$ cat src/rtl/hazard_ctrl_pkg.sv
// rtl/hazard_ctrl_pkg.sv - shared state encoding and forward-select codes for hazard_ctrl
package hazard_ctrl_pkg;

    // Sequencer states: RUN normal flow, MEM_WAIT pipe frozen on data memory
    typedef enum logic {
        ST_RUN      = 1'b0,
        ST_MEM_WAIT = 1'b1
    } hz_state_t;

    // E-stage operand source select
    localparam logic [1:0] FWD_RF  = 2'b00;
    localparam logic [1:0] FWD_WB  = 2'b01;
    localparam logic [1:0] FWD_MEM = 2'b10;

    // Wait counter width (saturates at all ones)
    localparam int WAIT_W = 8;

    // True when a writing stage targets the given source register (x0 excluded)
    function automatic logic reg_match(input logic       wr_en,
                                       input logic [4:0] rd,
                                       input logic [4:0] rs);
        return wr_en && (rd != 5'd0) && (rd == rs);
    endfunction

endpackage

$ cat src/rtl/hazard_ctrl_fwd_sel.sv
// rtl/hazard_ctrl_fwd_sel.sv - one-operand bypass selector, M stage beats W stage
module fwd_sel
    import hazard_ctrl_pkg::*;
(
    input  logic [4:0] rs_e,
    input  logic [4:0] rd_m,
    input  logic       reg_write_m,
    input  logic [4:0] rd_w,
    input  logic       reg_write_w,
    output logic [1:0] fwd
);

    // Youngest producer wins: M holds newer data than W for the same register
    always_comb begin
        fwd = FWD_RF;
        if (reg_match(reg_write_m, rd_m, rs_e)) begin
            fwd = FWD_MEM;
        end else if (reg_match(reg_write_w, rd_w, rs_e)) begin
            fwd = FWD_WB;
        end
    end

endmodule

$ cat src/rtl/hazard_ctrl.sv
// rtl/hazard_ctrl.sv - 5-stage pipeline stall/flush/forward sequencer; optional perf counters under HAZARD_PERF_EN
module hazard_ctrl
    import hazard_ctrl_pkg::*;
#(
    parameter int WAIT_MAX = 255,
    parameter int CNT_W    = 32
) (
    input  logic             clk,
    input  logic             rst,
    input  logic [4:0]       Rs1_D,
    input  logic [4:0]       Rs2_D,
    input  logic [4:0]       Rs1_E,
    input  logic [4:0]       Rs2_E,
    input  logic [4:0]       Rd_E,
    input  logic [4:0]       Rd_M,
    input  logic [4:0]       Rd_W,
    input  logic             ResultSrc_E,
    input  logic             RegWrite_M,
    input  logic             RegWrite_W,
    input  logic             PCSrc_E,
    input  logic             mem_busy_M,
    output logic             StallF,
    output logic             StallD,
    output logic             StallE,
    output logic             StallM,
    output logic             FlushD,
    output logic             FlushE,
    output logic             FlushW,
    output logic [1:0]       ForwardA_E,
    output logic [1:0]       ForwardB_E,
    output logic             hz_state,
    output logic             timeout_err,
    output logic [CNT_W-1:0] stall_cycles,
    output logic [CNT_W-1:0] flush_count
);

    localparam logic [WAIT_W-1:0] WAIT_LIMIT = WAIT_W'(WAIT_MAX);
    localparam logic [WAIT_W-1:0] WAIT_SAT   = {WAIT_W{1'b1}};

    hz_state_t         state;
    hz_state_t         state_next;
    logic [WAIT_W-1:0] wait_cnt;
    logic [1:0]        fwd_a;
    logic [1:0]        fwd_b;
    logic              lwstall;

    fwd_sel u_fwd_a (
        .rs_e        (Rs1_E),
        .rd_m        (Rd_M),
        .reg_write_m (RegWrite_M),
        .rd_w        (Rd_W),
        .reg_write_w (RegWrite_W),
        .fwd         (fwd_a)
    );

    fwd_sel u_fwd_b (
        .rs_e        (Rs2_E),
        .rd_m        (Rd_M),
        .reg_write_m (RegWrite_M),
        .rd_w        (Rd_W),
        .reg_write_w (RegWrite_W),
        .fwd         (fwd_b)
    );

    // Load in E whose result the D instruction needs cannot be bypassed in time
    assign lwstall = ResultSrc_E && (Rd_E != 5'd0) && ((Rd_E == Rs1_D) || (Rd_E == Rs2_D));

    assign hz_state = (state == ST_MEM_WAIT);

    // Next state and pipeline controls; memory busy freezes everything, else branch, else load-use
    always_comb begin
        state_next = state;
        StallF     = 1'b0;
        StallD     = 1'b0;
        StallE     = 1'b0;
        StallM     = 1'b0;
        FlushD     = 1'b0;
        FlushE     = 1'b0;
        FlushW     = 1'b0;
        ForwardA_E = fwd_a;
        ForwardB_E = fwd_b;
        if (rst) begin
            FlushD     = 1'b1;
            FlushE     = 1'b1;
            FlushW     = 1'b1;
            ForwardA_E = FWD_RF;
            ForwardB_E = FWD_RF;
            state_next = ST_RUN;
        end else if (mem_busy_M) begin
            // Same freeze in RUN and MEM_WAIT; E is held so branch/load-use wait for exit
            StallF     = 1'b1;
            StallD     = 1'b1;
            StallE     = 1'b1;
            StallM     = 1'b1;
            FlushW     = 1'b1;
            state_next = ST_MEM_WAIT;
        end else begin
            // Exit cycle of MEM_WAIT behaves exactly like RUN
            state_next = ST_RUN;
            if (PCSrc_E) begin
                FlushD = 1'b1;
                FlushE = 1'b1;
            end else if (lwstall) begin
                StallF = 1'b1;
                StallD = 1'b1;
                FlushE = 1'b1;
            end
        end
    end

    // State register, memory wait counter and sticky timeout flag
    always_ff @(posedge clk) begin
        if (rst) begin
            state       <= ST_RUN;
            wait_cnt    <= '0;
            timeout_err <= 1'b0;
        end else begin
            state <= state_next;
            if (!mem_busy_M) begin
                wait_cnt <= '0;
            end else if (state == ST_RUN) begin
                wait_cnt <= WAIT_W'(1);
            end else begin
                if (wait_cnt != WAIT_SAT) begin
                    wait_cnt <= wait_cnt + 1'b1;
                end
                if (wait_cnt == WAIT_LIMIT) begin
                    timeout_err <= 1'b1;
                end
            end
        end
    end

`ifdef HAZARD_PERF_EN
    // Free-running wrap-around counts of front-end stall and E-bubble cycles
    always_ff @(posedge clk) begin
        if (rst) begin
            stall_cycles <= '0;
            flush_count  <= '0;
        end else begin
            if (StallF) begin
                stall_cycles <= stall_cycles + 1'b1;
            end
            if (FlushE) begin
                flush_count <= flush_count + 1'b1;
            end
        end
    end
`else
    assign stall_cycles = '0;
    assign flush_count  = '0;
`endif

endmodule

$ cat config.mk
export PLATFORM = sky130hd
export DESIGN_NAME = hazard_ctrl
export DESIGN_NICKNAME = d
export VERILOG_FILES = /design/src/rtl/hazard_ctrl_pkg.sv /design/src/rtl/hazard_ctrl_fwd_sel.sv /design/src/rtl/hazard_ctrl.sv
export SDC_FILE = /design/constraint.sdc
export NUM_CORES = 1
export LEC_CHECK = 0
export ABC_CLOCK_PERIOD_IN_PS = 2200
export CAP_MARGIN = 20
export CORE_UTILIZATION = 32
export DETAILED_ROUTE_END_ITERATION = 10
export PLACE_DENSITY = 0.8
export SETUP_SLACK_MARGIN = 0.05
export SLEW_MARGIN = 25
export SYNTH_ARGS = -nofsm -noshare
export SYNTH_HDL_FRONTEND = slang
export SYNTH_SLANG_ARGS = --single-unit
export TNS_END_PERCENT = 50
$ cat constraint.sdc
create_clock -name clk -period 2.2 [get_ports clk]
set_input_delay 0.44 -clock clk [delete_from_list [all_inputs] [get_ports clk]]
set_output_delay 0.44 -clock clk [all_outputs]
set_load 0.02 [all_outputs]
# ---- After elaboration in Yosys (flattened, before gate mapping)
# Cells that the tools add are included.
dict set report word_totals {
  regBits 10
  wordCells 52
}
dict set report op_classes {
  add_sub_neg 1
  eq_ne 9
  mux 21
  bitwise 2
  n_reduce_logical 15
}
# op count
set op_table {}
lappend op_table {{5-bit equality test} 6}
lappend op_table {{1-bit two-way mux} 17}
lappend op_table {{5-bit nonzero test} 3}
lappend op_table {{8-bit by 1-bit adder with 8-bit output (second input constant)} 1}
lappend op_table {{8-bit equality test (second input constant)} 1}
lappend op_table {{1-bit logical AND} 8}
lappend op_table {{2-bit two-way mux} 4}
lappend op_table {{8-bit inequality test (second input constant)} 1}
lappend op_table {{3-bit AND reduction} 1}
lappend op_table {{3-bit OR reduction} 1}
lappend op_table {{2-bit by 1-bit inequality test with 1-bit output (second input constant)} 1}
lappend op_table {{1-bit NOT} 2}
lappend op_table {{2-bit OR reduction} 1}
lappend op_table {{1-bit logical OR} 1}

# ---- Longest topological paths before layout
# Gate-level depths: netlist of the first run.
dict set report logic_depth {
  word_depth 7
  ltp_mapped 6
  mapped_depth_nobuf 6
}

# ---- Modules after synthesis
# Synthesis of the first run repeated with hierarchy kept, for this count alone.
dict set report hier_totals {
  hier_cells 182
  area_unflattened_um2 1438.9
}
# module instances cells_per_inst area_per_inst_um2
set by_module_without_submodules {}
lappend by_module_without_submodules {hazard_ctrl 1 142 1136.1}
lappend by_module_without_submodules {fwd_sel 2 20 151.4}

# ---- Worst setup path after synthesis of the first run
# No wires, ideal clock.
dict set report synth_timing {
  path_type {input port to output port}
  startpoint {in Rd_E[3]}
  endpoint {out StallF}
  arrival_time_ns 1.768
  path_slack_ns -0.008
  path_stages 5
  n_path_buf 1
  path_cell_list {xor2_1 nor3_1 a22oi_1 o31ai_1 buf_4}
}
dict set report synth_via {
  elab_chain_cells 7
  elab_cells_between_ends 10
  classes_between {eq/ne: 2; mux: 4; reduce/logical: 4}
}
# element line
set synth_rtl {}
lappend synth_rtl {{from (decl)} hazard_ctrl.sv:14} ;# input logic [4:0] Rd_E,
lappend synth_rtl {{5-bit equality test or 5-bit nonzero test (tied branches)} hazard_ctrl.sv:66} ;# assign lwstall = ResultSrc_E && (Rd_E != 5'd0) && ((Rd_E == Rs1_D) || (Rd_E == Rs2_D));
lappend synth_rtl {{1-bit logical OR or 1-bit logical AND (tied branches)} hazard_ctrl.sv:66}
lappend synth_rtl {{1-bit logical AND (*)} hazard_ctrl.sv:66}
lappend synth_rtl {{1-bit two-way mux (*) (4 in a row)} -}
lappend synth_rtl {{to (decl)} hazard_ctrl.sv:22} ;# output logic StallF,
# Mark *: on every way between the ends. The rest lies on a longest branch, timed or not.

# ---- Final worst setup path of the first run
dict set report layout_timing {
  startpoint {in Rd_W[3]}
  endpoint {out ForwardA_E[0]}
}
dict set report layout_via {
  elab_chain_cells 6
  elab_cells_between_ends 7
  classes_between {eq/ne: 1; mux: 3; reduce/logical: 3}
}
# element line
set layout_rtl {}
lappend layout_rtl {{from (decl)} hazard_ctrl.sv:16} ;# input logic [4:0] Rd_W,
lappend layout_rtl {{5-bit nonzero test} hazard_ctrl_pkg.sv:22} ;# return wr_en && (rd != 5'd0) && (rd == rs);
lappend layout_rtl {{1-bit logical AND} hazard_ctrl_pkg.sv:22}
lappend layout_rtl {{1-bit logical AND (*)} hazard_ctrl_pkg.sv:22}
lappend layout_rtl {{1-bit two-way mux (*)} hazard_ctrl_fwd_sel.sv:18} ;# end else if (reg_match(reg_write_w, rd_w, rs_e)) begin
lappend layout_rtl {{2-bit two-way mux (*)} hazard_ctrl_fwd_sel.sv:16} ;# if (reg_match(reg_write_m, rd_m, rs_e)) begin
lappend layout_rtl {{2-bit two-way mux (*)} hazard_ctrl.sv:82} ;# if (rst) begin
lappend layout_rtl {{to (decl)} hazard_ctrl.sv:29} ;# output logic [1:0] ForwardA_E,
# Marked as above.

==> reports/qor.txt, run 1 <==
OUTCOME
--------------------------------------------------------------------------------------
Status .................................................................. finished, violations left
Violated checks ......................................................... negative setup slack

DIE
--------------------------------------------------------------------------------------
Number of ports placed on the die boundary ..............................          119
Horizontal die dimension ................................................      67.4 um
Area inside the core boundary ...........................................    4060 um^2
DIE AREA ................................................................    4540 um^2
Die H ...................................................................      67.4 um
Standard-cell row count .................................................           23
Initial standard-cell utilization of the core ...........................        33.7%

SYNTH
--------------------------------------------------------------------------------------
Mean area per synthesized cell ..........................................    7.86 um^2
Async SR Flop Fraction ..................................................           0%
Most used DFF post-synth ................................................      dfxtp_1
Library cells used by synthesis .........................................           30
Dominant combinational cell family by area after synthesis .............. buffers and inverters
Share of the synthesized area in compound gates (AO/OA/AOI/OAI) .........        9.61%
Parity-gate share of the synthesized area counting xor and xnor cells ...        21.1%
Post-synthesis instance area ............................................    1370 um^2
Sequential fraction of the synthesis area ...............................        14.6%
Area share of fa/ha/maj cells after synthesis ...........................       0.915%
Number of storage elements in the synthesis netlist .....................           10
Post-synthesis share of cell area spent on and, or, nand and nor gates ..        16.1%
Yosys Warn Count ........................................................            0
Multiplexer area fraction after synthesis ...............................           0%
Count of flip-flops with a built-in enable after synthesis ..............            0
Post-synthesis instance total ...........................................          174

SETUP PATH
--------------------------------------------------------------------------------------
Element type at the critical path end ...................................   output pin
Critical path buffer and inverter count .................................            3
Data arrival time at the worst-slack endpoint ...........................      1.80 ns
Most frequent CP cell ...................................................        buf_6
Reg2reg path depth ......................................................            5
Maximum fanout along the worst path .....................................            2
Library cell contributing the largest single delay on the critical path .        or4_1
Crit path required time .................................................      1.76 ns
Reg2reg end .............................................................  wait_cnt[3]
Crit Path Category ......................................................    in -> out
CP startpoint ...........................................................      Rd_W[3]
Startpoint class of the critical path ................................... primary input
Highest cell delay on the worst timing path .............................      0.54 ns
CP Cell Sequence ........................................................ buf_6 > buf_6 > xor2_1 > or4_1 > nor4_2 > buf_4
Kind of cell with the highest combined delay on the critical path ....... simple AND/OR/NAND/NOR gates
Crit Reg-Reg Startpoint .................................................  wait_cnt[0]
Setup slack of the worst register-to-register path ......................      0.66 ns

STA
--------------------------------------------------------------------------------------
Setup-failing EPs final .................................................            1
Setup repair after global routing missed its margin .....................         true
Period utilization ......................................................         102%
Post-layout worst setup margin ..........................................   -0.0373 ns
Skew final ..............................................................  0.000543 ns
Minimum period implied by the final worst setup slack ...................      2.24 ns
WHS .....................................................................     0.447 ns
Maximum clock rate ......................................................    0.447 GHz
Max Slew Vio Count ......................................................            0
Number of failing hold endpoints at the final stage .....................            0

POWER AND IR DROP
--------------------------------------------------------------------------------------
Internal power ..........................................................       474 uW
Net switching component of the power ....................................       269 uW
Power consumption .......................................................       743 uW
Switching Share .........................................................        36.3%
PD cells ................................................................  372 nW/um^2
Sequential cell fraction of total power .................................        25.0%
Leakage power total .....................................................  0.000966 uW
Share of total power in combinational logic .............................        44.1%
Peak ir drop on the vdd network .........................................   0.000171 V
Share of power burned in the clock network ..............................        30.9%

MIN PATH
--------------------------------------------------------------------------------------
Hold Path Stages ........................................................            1
Type of the worst min-delay path ........................................   reg -> reg
Hold Crit Endpoint ......................................................  wait_cnt[0]
Hold path startpoint ....................................................     hz_state

GLOBAL ROUTE
--------------------------------------------------------------------------------------
Vias in the first global route ..........................................         1081
Routing usage on met1 ...................................................        12.7%
Pin count of the biggest net entering global routing ....................            8
Global-route wire length before repair ..................................      4360 um
Global routing usage on met3 ............................................        2.70%
Antenna violations before repair ........................................            0
Total global routing overflow ...........................................            0
Total routing resource utilization after global routing .................        12.7%
Layer with the highest usage ............................................         met2
Global Route met2 Usage .................................................        24.3%

CTS
--------------------------------------------------------------------------------------
Number of buffers created by CTS ........................................            3
Cell at the root of the clock tree ......................................     clkbuf_8
Clock latency at the later pin of the worst-skew pair ...................      0.24 ns
Max clock buf depth .....................................................            2
Total number of H-tree levels ...........................................            1
Number of hold-repair buffers added at the cts stage ....................            0
CTS sink cnt ............................................................           10
Clock-pin slew of the registers on the worst-case setup and hold paths ..      0.05 ns
TritonCTS clock tree ....................................................          yes

LAYOUT
--------------------------------------------------------------------------------------
Proportion of layout cells with a drive suffix above 1 ..................        25.3%
Most frequent cells in the layout ....................................... conb_1, buf_4, xor2_1, dlygate4sd2_1
Area taken by flip-flops and latches ....................................     200 um^2
Cell Count, Final, Fillers Out ..........................................          307
Final design utilization ................................................        49.2%
Area taken by multi-input logic gates ...................................     946 um^2
Final nets ..............................................................          301
Most common library cell in the layout ignoring fill and taps ...........       conb_1
Layout Cell Area excl Fill ..............................................    2000 um^2
Total of fill cells in the finished design ..............................          395
Antenna cells ...........................................................            0
P&R area growth vs syn ..................................................        45.9%

PLACED DESIGN
--------------------------------------------------------------------------------------
Routability-driven placement congestion ratio ...........................        0.794
Dpl cell area ...........................................................    1900 um^2
Number of buffers added on ports ........................................           54
Number of instances in the placed design ................................          300
Dpl hpwl ................................................................      2550 um

ROUTING
--------------------------------------------------------------------------------------
Residual DRC ............................................................            0
Total number of vias ....................................................         1254
WL final ................................................................      3080 um
Iteration-0 DRC count of the detailed router ............................           26
Average via count per standard cell .....................................         4.08
Antenna violation net count after detailed routing ......................            0
Average wire length per cell after detail routing .......................      10.0 um
First-pass detailed-route iteration total ...............................            4

FLOW RUN
--------------------------------------------------------------------------------------
Max Cap Violations ......................................................            0

[flip-flops by register name, summed over array words and instances, names as in the netlist]
signal / flops
wait_cnt: 8
hz_state: 1
timeout_err: 1
[routing by layer]
layer  vias to the layer above  share of wire (%)
li1                        621                  -
met1                       564                 36
met2                        61                 56
met3                         8                6.3
met4                         0                2.5
met5                         -                  0
[metrics by stage]
step | setup WS (ns) | TNS (ns)
after floorplan | 0.0159 | 0
after detailed placement | -0.920 | -5.91
after global routing | -0.0635 | -0.171
after global placement | -0.867 | -5.62
after CTS | -0.0414 | -0.0660
final | -0.0373 | -0.0373
[worst max path at each step]
| stage | endpoint | slack [ns] | depth (start not counted) |
|---|---|---|---|
| 2_1_floorplan | ForwardA_E[0] | 0.02 | 4 |
| 3_3_place_gp | ForwardA_E[0] | -0.87 | 6 |
| 3_5_place_dp | ForwardB_E[0] | -0.92 | 6 |
| 4_1_cts | ForwardB_E[0] | -0.04 | 6 |
| 5_1_grt | ForwardA_E[0] | -0.06 | 6 |
| 6_report | ForwardA_E[0] | -0.04 | 6 |
[cell families (layout without fill, tap and decap cells)]
| kind of cell | after synthesis | count (layout) |
|---|---|---|
| AOI/OAI and AO/OA | 20 | 20 |
| xor gates and xnor gates | 33 | 33 |
| adders and majority gates | 1 | 1 |
| buffers and inverters | 70 | 90 |
| DFF | 10 | 10 |
| other | 1 | 64 |
| and+or+nand+nor | 39 | 39 |
[cells in the mapped netlist (2+ instances only)]
cell       instances  share of area [%]
inv_1              4                1.1
xor2_1            23                 15
nor3_1             5                1.8
dfxtp_1           10                 15
o2111ai_1          2                1.3
xnor2_1           10                6.4
nor2b_1            2               0.91
nor4_1             2               0.91
buf_4             66                 36
or4_1              5                2.7
a21oi_1            6                2.2
nand3_1            5                1.8
o31ai_1            3                1.6
nor2_1             7                1.9
nor4_2             2                1.8
o21ai_0            3                1.1
nand2_1            6                1.6
[power by group through the flow]
stage	logic (uW)	clock network, uW	registers (uW)
6_report	328	230	186
5_1_grt	353	246	186
4_1_cts	318	238	186
3_5_place_dp	326	0	189
3_3_place_gp	323	0	189
2_1_floorplan	260	0	190
[repair_timing]
action / in CTS / in global routing
gates resized for setup: 118 / 18
endpoints found under the setup margin: 11 / 10
setup buffers: 2 / 1
pin swaps: 13 / 11
[area by class of cell]
type                    count  share of cell area (%)
multi-input cells         157                    47.4
inverters                   4                   0.752
repair buffers             82                    35.9
clock buffers               4                    2.76
well taps                  50                    3.13
flip-flops and latches     10                    10.0
Power figures use the tool's default switching activity.
==> run 2, diff against run 1 <==
- CORE_MARGIN: unset -> 2
- CORE_UTILIZATION: 32 -> 63
- DONT_BUFFER_PORTS: unset -> 1
- PLACE_DENSITY: 0.8 -> 0.78
==> run 2 against run 1 <==
Against the previous run: the run now ends clean; clock skew is 0.0016 ns higher; hold slack worse by 0.16 ns; clock power is 30% lower; sequential share of layout area is 6.0 points higher; utilization is 13 points higher; total power is 27% lower; setup slack better by 0.14 ns; combinational power is 41% lower; largest cell class unchanged; largest power group unchanged.
==> reports/qor.txt, run 2 (synthesis gave the netlist of run 1 again) <==
OUTCOME
-------------------------------------------------------------------------------------
Status ................................................................. finished, final reports clean

MIN PATH
-------------------------------------------------------------------------------------
Type of the worst min-delay path .......................................    in -> reg

CTS
-------------------------------------------------------------------------------------
Total number of H-tree levels ..........................................            1   unchanged
Cell at the root of the clock tree .....................................     clkbuf_4
Max clock buf depth ....................................................            2   unchanged
Count of instances resized after the clock tree is built ...............            0   -100%
CTS sink cnt ...........................................................           10   unchanged
Clock latency at the later pin of the worst-skew pair ..................      0.26 ns   +0.02 ns
Clock-pin slew of the registers on the worst-case setup and hold paths .      0.06 ns   about the same
Number of buffers created by CTS .......................................            3   unchanged
TritonCTS clock tree ...................................................          yes

POWER AND IR DROP
-------------------------------------------------------------------------------------
Internal power .........................................................       331 uW   -30%
Peak ir drop on the vdd network ........................................   0.000312 V   +82%
Leakage power total ....................................................  0.000569 uW   -41%
PD cells ...............................................................  432 nW/um^2   +16%
Net switching component of the power ...................................       210 uW   -22%
Share of total power in combinational logic ............................        35.7%   -8.4 points
Sequential cell fraction of total power ................................        34.5%   +9.5 points
Switching Share ........................................................        38.8%   +2.6 points
Share of power burned in the clock network .............................        29.7%   -1.2 points

LAYOUT
-------------------------------------------------------------------------------------
Max reg flops ..........................................................            8   unchanged
Final nets .............................................................          228   -24%
Area taken by flip-flops and latches ...................................     200 um^2   unchanged
Most common library cell in the layout ignoring fill and taps ..........       conb_1
P&R area growth vs syn .................................................       -8.51%
Antenna cells ..........................................................            0   unchanged
Register name with the most flops ......................................     wait_cnt
Total of fill cells in the finished design .............................          195   -51%
Area taken by multi-input logic gates ..................................     898 um^2   -5.0%
Most frequent cells in the layout ...................................... conb_1, xor2_1, xnor2_1, dfxtp_1, buf_4
Proportion of layout cells with a drive suffix above 1 .................        9.78%   -16 points
Cell Count, Final, Fillers Out .........................................          211   -31%

FLOW RUN
-------------------------------------------------------------------------------------
Max Cap Violations .....................................................            0   unchanged

GLOBAL ROUTE
-------------------------------------------------------------------------------------
Routing usage on met1 ..................................................        18.7%   +6.1 points
Global routing usage on met3 ...........................................        4.46%   +1.8 points
Pin count of the biggest net entering global routing ...................            9   +1
Vias in the first global route .........................................          927   -14%
Layer with the highest usage ...........................................         met2
Antenna violations before repair .......................................            0   unchanged
Global-route wire length before repair .................................      3750 um   -14%
Global Route met2 Usage ................................................        35.7%   +11 points
Total global routing overflow ..........................................            0   unchanged
Total routing resource utilization after global routing ................        18.7%   +6.0 points

STA
-------------------------------------------------------------------------------------
Setup-failing EPs final ................................................            0   -1
Skew final .............................................................   0.00216 ns   +0.00162 ns
Setup repair after global routing missed its margin ....................        false
Maximum clock rate .....................................................    0.477 GHz   +6.7%
Period utilization .....................................................        95.3%   -6.4 points
Number of failing hold endpoints at the final stage ....................            0   unchanged
Accumulated negative setup slack .......................................         0 ns   +0.0373 ns
Minimum period implied by the final worst setup slack ..................      2.10 ns   -0.141 ns
Max Slew Vio Count .....................................................            0   unchanged

ROUTING
-------------------------------------------------------------------------------------
First-pass detailed-route iteration total ..............................            5   +1
Total number of vias ...................................................         1015   -19%
Average via count per standard cell ....................................         4.81   +18%
Antenna violation net count after detailed routing .....................            0   unchanged
WL final ...............................................................      2620 um   -15%
Iteration-0 DRC count of the detailed router ...........................           18   -31%
Average wire length per cell after detail routing ......................      12.4 um   +24%
Residual DRC ...........................................................            0   unchanged

SETUP PATH
-------------------------------------------------------------------------------------
Startpoint class of the critical path .................................. primary input
Data arrival time at the worst-slack endpoint ..........................      1.66 ns   -0.14 ns
Crit Path Category .....................................................    in -> out
Maximum fanout along the worst path ....................................            3   +1
Crit path required time ................................................      1.76 ns   about the same
Element type at the critical path end ..................................   output pin

DIE
-------------------------------------------------------------------------------------
Standard-cell row count ................................................           16   -30%
Number of ports placed on the die boundary .............................          119   unchanged
Horizontal die dimension ...............................................      50.6 um   -25%
Initial standard-cell utilization of the core ..........................        68.3%   +35 points
DIE AREA ...............................................................    2560 um^2   -44%
Die H ..................................................................      50.6 um   -25%
Area inside the core boundary ..........................................    2000 um^2   -51%

PLACED DESIGN
-------------------------------------------------------------------------------------
Dpl hpwl ...............................................................      2200 um   -14%
Number of buffers added on ports .......................................            0   -100%
Number of instances in the placed design ...............................          205   -32%
Routability-driven placement congestion ratio ..........................        0.815   +2.7%

## run 2: changes by cell type in the layout (fill, tap and decap cells not counted), moves of 4 or more
cell / before / now
buf_4: 27 / 9
dlygate4sd2_1: 12 / 0
clkdlybuf4s15_1: 10 / 0
buf_6: 9 / 0
clkdlybuf4s50_1: 9 / 0
buf_2: 6 / 0
dlymetal6s2s_1: 4 / 0
nor3_1: 1 / 5
nor3_2: 4 / 0
## run 2: final timing paths
| path | cells after the start | from | slack (ns) | endpoint |
|---|---|---|---|---|
| min | 1 | rst | 0.29 | timeout_err |
| max | 5 | Rd_M[1] | 0.10 | ForwardA_E[0] |
| min reg2reg | 2 | wait_cnt[1] | 0.51 | wait_cnt[1] |
| max reg2reg | 5 | wait_cnt[0] | 0.59 | wait_cnt[0] |
## run 2: critical path, stage by stage
cell     delay [ns]
or4_1          0.53
o21ai_2        0.16
nor3_1         0.09
nor4_2         0.26
buf_4          0.18
## run 2: layout make-up
class	instances	share of cell area [%]
Inverter	4	1.20
Clock buffer	4	2.90
Tap cell	27	2.70
Timing Repair Buffer	9	5.40
Sequential cell	10	16.0
Multi-Input combinational cell	157	71.8
## run 2: timing repair
item | CTS | global route
cloned | 0 | 0
pin swaps | 2 | 1
setup endpoints to repair | 1 | 1
hold buffers | 0 | 0
setup buffers | 1 | 1
## run 2: stage by stage
step	area (um^2)	total power [uW]	hold slack [ns]	setup slack, ns	util [%]
2_1_floorplan	1610	450	0.461	0.0159	-
3_3_place_gp	1200	372	0.480	0.0623	59.9
3_5_place_dp	1200	375	0.495	0.0529	59.9
4_1_cts	1240	539	0.283	0.0679	62.1
5_1_grt	1250	575	0.285	0.0381	62.5
6_report	1250	541	0.287	0.103	62.5
## run 2: routing by layer
| metal | vias up | wire length, um |
|---|---|---|
| li1 | 482 | - |
| met1 | 460 | 861 |
| met2 | 64 | 1460 |
| met3 | 9 | 231 |
| met4 | 0 | 64 |
| met5 | - | 0 |
## run 2: power groups by stage
stage / clock (uW) / combinational [uW] / sequential, uW
after global routing: 181 / 207 / 187
after global placement: 0 / 181 / 191
after detailed placement: 0 / 184 / 191
after floorplan: 0 / 260 / 190
after CTS: 165 / 186 / 187
final: 161 / 193 / 187
